[config.mk]
export PLATFORM = sky130hd
export DESIGN_NAME = mem_port_arbiter
export DESIGN_NICKNAME = d
export VERILOG_FILES = /design/src/rtl/mem_port_arbiter.sv
export SDC_FILE = /design/constraint.sdc
export NUM_CORES = 1
export LEC_CHECK = 0
export CAP_MARGIN = 30
export CORE_UTILIZATION = 45
export CTS_CLUSTER_SIZE = 28
export DETAILED_ROUTE_END_ITERATION = 16
export PLACE_DENSITY = 0.85
export SETUP_SLACK_MARGIN = 0.15
export SLEW_MARGIN = 25
export SYNTH_ARGS = -nofsm -noshare
export SYNTH_HDL_FRONTEND = slang
export SYNTH_SLANG_ARGS = --single-unit
[constraint.sdc]
create_clock -name clk -period 13.7 [get_ports clk]
set_input_delay 2.055 -clock clk [delete_from_list [all_inputs] [get_ports clk]]
set_output_delay 2.055 -clock clk [all_outputs]
set_load 0.01 [all_outputs]
[src/rtl/mem_port_arbiter.sv]
// mem_port_arbiter: fetch/data arbiter and fixed-latency sequencer for a single-ported unified memory
// Ports: clk/rst (async active-high); fetch f_req/f_addr -> f_gnt/f_done/f_rdata;
//        data d_req/d_we/d_addr/d_wdata -> d_gnt/d_done/d_rdata;
//        memory mem_addr/mem_wdata/mem_read/mem_write <- mem_rdata; busy while an access runs.
module mem_port_arbiter #(
  parameter int LATENCY      = 2,
  parameter int STARVE_LIMIT = 4
) (
  input  logic        clk,
  input  logic        rst,
  input  logic        f_req,
  input  logic [31:0] f_addr,
  output logic        f_gnt,
  output logic        f_done,
  output logic [31:0] f_rdata,
  input  logic        d_req,
  input  logic        d_we,
  input  logic [31:0] d_addr,
  input  logic [31:0] d_wdata,
  output logic        d_gnt,
  output logic        d_done,
  output logic [31:0] d_rdata,
  output logic [31:0] mem_addr,
  output logic [31:0] mem_wdata,
  output logic        mem_read,
  output logic        mem_write,
  input  logic [31:0] mem_rdata,
  output logic        busy
);
  typedef enum logic {IDLE, BUSY} state_t;
  state_t     state;
  logic [3:0] cnt;
  logic [3:0] starve_cnt;
  logic       owner_d;
  logic       we;
  logic       pick_f;
  // fetch wins when alone, or when data has starved it for STARVE_LIMIT grants
  assign pick_f    = f_req & (~d_req | (starve_cnt == 4'(STARVE_LIMIT)));
  assign busy      = (state == BUSY);
  assign mem_read  = busy & ~we;
  assign mem_write = busy & we;
  always_ff @(posedge clk or posedge rst) begin
    if (rst) begin
      state      <= IDLE;
      cnt        <= '0;
      starve_cnt <= '0;
      owner_d    <= 1'b0;
      we         <= 1'b0;
      mem_addr   <= '0;
      mem_wdata  <= '0;
      f_gnt      <= 1'b0;
      d_gnt      <= 1'b0;
      f_done     <= 1'b0;
      d_done     <= 1'b0;
      f_rdata    <= '0;
      d_rdata    <= '0;
    end else begin
      f_gnt  <= 1'b0;
      d_gnt  <= 1'b0;
      f_done <= 1'b0;
      d_done <= 1'b0;
      if (state == IDLE) begin
        if (f_req | d_req) begin
          state   <= BUSY;
          cnt     <= 4'(LATENCY - 1);
          owner_d <= ~pick_f;
          if (pick_f) begin
            f_gnt      <= 1'b1;
            we         <= 1'b0;
            mem_addr   <= f_addr;
            starve_cnt <= '0;
          end else begin
            d_gnt     <= 1'b1;
            we        <= d_we;
            mem_addr  <= d_addr;
            mem_wdata <= d_wdata;
            if (f_req && starve_cnt != 4'(STARVE_LIMIT))
              starve_cnt <= starve_cnt + 4'd1;
          end
        end
      end else if (cnt == 4'd0) begin
        state <= IDLE;
        if (owner_d) begin
          d_done <= 1'b1;
          if (!we) d_rdata <= mem_rdata;
        end else begin
          f_done  <= 1'b1;
          f_rdata <= mem_rdata;
        end
      end else begin
        cnt <= cnt - 4'd1;
      end
    end
  end
endmodule

==> impl_metrics.csv <==
group,metric,value,unit
power,p_per_area,243,nW/um^2
power,total_leakage_power,3.96,nW
grt,grt_first_pass_wirelength,27200,microns
critical_path,critPathTopFamily,"buffers and inverters",
sta,relSlewSlack,43.9,%
critical_path,slowest_delay,0.54,ns
grt,grt_antenna_before_repair,0,
yosys,postSynthCellCount,455,
sta,final_max_slew_viol_count,0,
run_status,outcome,"finished, final reports clean",
clock_tree,ctsRootBufferMaster,"clkbuf_16",
route,drc,0,
sta,clock_skew,0.00593,ns
critical_path,cp.buffers_inverters,2,
grt,overflow,0,
finish,drive_gt1_share,19.5,%
sta,rsz0062_at_grt,"false",
placement,dp_hpwl,11600,microns
grt,grt_max_degree,80,
yosys,synth-seq-cells,143,
floorplanning,die_x,118,microns
clock_tree,clockBufferDepth,2,
clock_tree,cts_tree,"built",
yosys,synthTopCellsByArea,"dfrtp_1 59%, mux2_2 12%, mux2_4 7.2%",
yosys,synth_area_leader_cell,"dfrtp_1",
clock_tree,cts.sinks,143,
yosys,synth.top_cell.area_share,59.1,%
critical_path,arrival,2.10,ns
placement,place_congestion,0.807,
run,max-cap-violations,0,
min_path,hold_depth,2,
finish,fin_nets,852,
clock_tree,clkTransAtPathRegs,0.06,ns
floorplanning,die-area,13900,sq um
yosys,seq_area_frac_synth,59.1,%
critical_path,path_max_fanout,36,
yosys,synth_cell_types,40,
floorplanning,die_h,118,microns
sta,setup_tns,0,ns
clock_tree,holdBufCountCts,0,
critical_path,worstSetupPathType,"reg2out",
route,drt-total-wl,17300,microns
sta,finalHoldViolations,0,
clock_tree,h-tree-depth,4,
clock_tree,post_cts_buffers,0,
critical_path,slowest_stage,"inv_2",
power,max-vdd-ir-drop,0.000122,V
finish,seq_area,3580,sq um
placement,placedCellCount,872,
sta,max_freq,241,MHz
sta,fin_crit,4.15,ns
grt,track_usage,25.4,%
finish,diodes,0,
min_path,min_path_type,"reg2reg",
critical_path,rr_worst_depth,6,
critical_path,cp.depth,3,
yosys,synth_nets,591,
finish,area_delta_synth_final,55.9,%
route,wl_per_cell,19.1,microns
sta,finalSetupViolCount,0,
sta,worstMarginPinSlew,0.841,ns
route,first_iter_violations,259,
sta,fin_crit_sh,30.3,%
route,vias_per_cell,5.22,
critical_path,required,11.64,ns
route,ant_nets,0,
finish,n_fill_cell,866,
floorplanning,ios,268,
grt,grt_pass1_vias,5010,
yosys,synth.avg_cell_area,13.3,sq um
floorplanning,core-area,13200,sq um
floorplanning,row_count,42,
critical_path,end_kind,"output pin",
clock_tree,clk-insertion-delay-late,0.41,ns
critical_path,startpoint_type,"register",
floorplanning,initial_core_util,45.9,%
yosys,syn_area,6060,sq um
critical_path,crit_chain,"inv_2, nor2_1, clkdlybuf4s50_1",
route,drtPass1Iterations,7,
placement,io_buffers,267,
clock_tree,ctsResizeCount,0,
yosys,synth_warnings,0,
route,num_vias,4723,
clock_tree,numCtsBuffers,17,
finish,instances_no_fill,905,
finish,multi_input_area,2240,sq um
## stage by stage
stage	worst slack, ns	total power [W]	hold WS, ns	util, %	instance area (sq um)
final	9.55	0.00230	0.494	71.6	9450
after global routing	9.45	0.00241	0.521	71.6	9450
after CTS	9.16	0.00231	0.498	71.5	9430
after detailed placement	8.73	0.00179	0.491	66.5	8780
after global placement	8.84	0.00174	0.480	66.5	8780
after floorplan	7.81	0.00126	0.477	-	6060
## sequential cells by signal, summed over array words and instances (netlist names)
signal,flops
we,1
d_rdata,32
cnt,4
mem_addr,32
d_gnt,1
mem_wdata,32
d_done,1
busy,1
f_gnt,1
f_done,1
owner_d,1
f_rdata,32
starve_cnt,4
## worst paths after layout
path	start	to	slack, ns
setup / recovery	busy	mem_read	9.55
hold / removal	mem_addr[25]	mem_addr[25]	0.49
setup reg to reg	starve_cnt[0]	mem_wdata[31]	11.14
hold reg to reg	mem_addr[25]	mem_addr[25]	0.49
max in group asynchronous	rst	mem_wdata[13]	10.47
min in group asynchronous	rst	d_rdata[0]	2.10
## cells by family (layout without fill, tap and decap cells)
group / Yosys count / count (layout) / share of synthesized area, %
muxes: 99 / 99 / 20.2
adders and majority gates: 3 / 3 / 0.620
buffers and inverters: 39 / 313 / 4.05
DFF: 143 / 143 / 59.1
xor gates and xnor gates: 1 / 1 / 0.145
and+or+nand+nor: 127 / 127 / 10.7
AOI/OAI and AO/OA: 43 / 43 / 5.29
## metal layers
layer	GRT usage [%]	wire [microns]	vias up
met2	44.0	8950	217
met5	0	0	-
met1	29.8	6910	2336
met3	8.14	1080	26
li1	-	-	2144
met4	8.17	340	0
## synth_stat cells
library cell / number
a21bo_2: 1
buf_12: 3
mux2_2: 66
nor2b_1: 1
ha_1: 3
dfrtp_1: 143
inv_1: 8
buf_4: 3
o31ai_1: 1
and4bb_4: 1
o21bai_2: 1
inv_2: 1
nand4_1: 34
mux2_4: 29
o21ai_0: 3
a21oi_1: 1
nand2b_1: 2
nand3b_4: 1
nor2b_4: 1
nor2_1: 1
o211ai_1: 32
mux2i_1: 2
o22ai_1: 2
nand4b_2: 1
nand2_1: 75
xnor2_1: 1
o311ai_0: 1
nand3b_1: 1
buf_1: 4
clkbuf_1: 14
buf_6: 5
and2_1: 1
mux2_1: 2
buf_2: 1
nand3_2: 1
nor3b_1: 2
nor3_1: 1
nand3_1: 3
and2_2: 1
o21ba_2: 1
## area by class of cell
type                            instances  area share (%)
Timing Repair Buffer                  272            28.8
Clock buffer                           23            5.27
Multi-Input combinational cell        273            23.7
Sequential cell                       143            37.9
Inverter                                9           0.411
Tap cell                              176            2.33
Clock inverter                          9            1.63
## worst reg2reg max path, stage by stage, from the launching register on
cell and delay [ns]:
dfrtp_1 0.41, inv_1 0.07, ha_1 0.23, nand4b_2 0.25, buf_8 0.25, nand3_2 0.66, mux2_2 0.57
## cell usage in the layout (no fill, tap or decap), types with 2 or more instances in the layout
cell,instances
clkinvlp_4,2
clkinv_2,2
nand3_1,3
inv_1,7
clkbuf_8,5
mux2i_1,2
nand2b_1,2
mux2_2,66
mux2_1,2
nand2_1,75
o21ai_0,3
o211ai_1,32
clkbuf_16,17
dfrtp_1,143
o22ai_1,2
buf_4,3
ha_1,3
nand4_1,34
bufinv_16,4
clkdlybuf4s50_1,267
nor3b_1,2
mux2_4,29
## power breakdown
part | leakage (nW) | internal [W] | switching (W)
sequential | 1.71 | 0.000634 | 0.000133
clock | 0.315 | 0.000329 | 0.000172
combinational | 1.93 | 0.000608 | 0.000420
total | 3.96 | 0.00157 | 0.000725
Power figures use the tool's default switching activity.
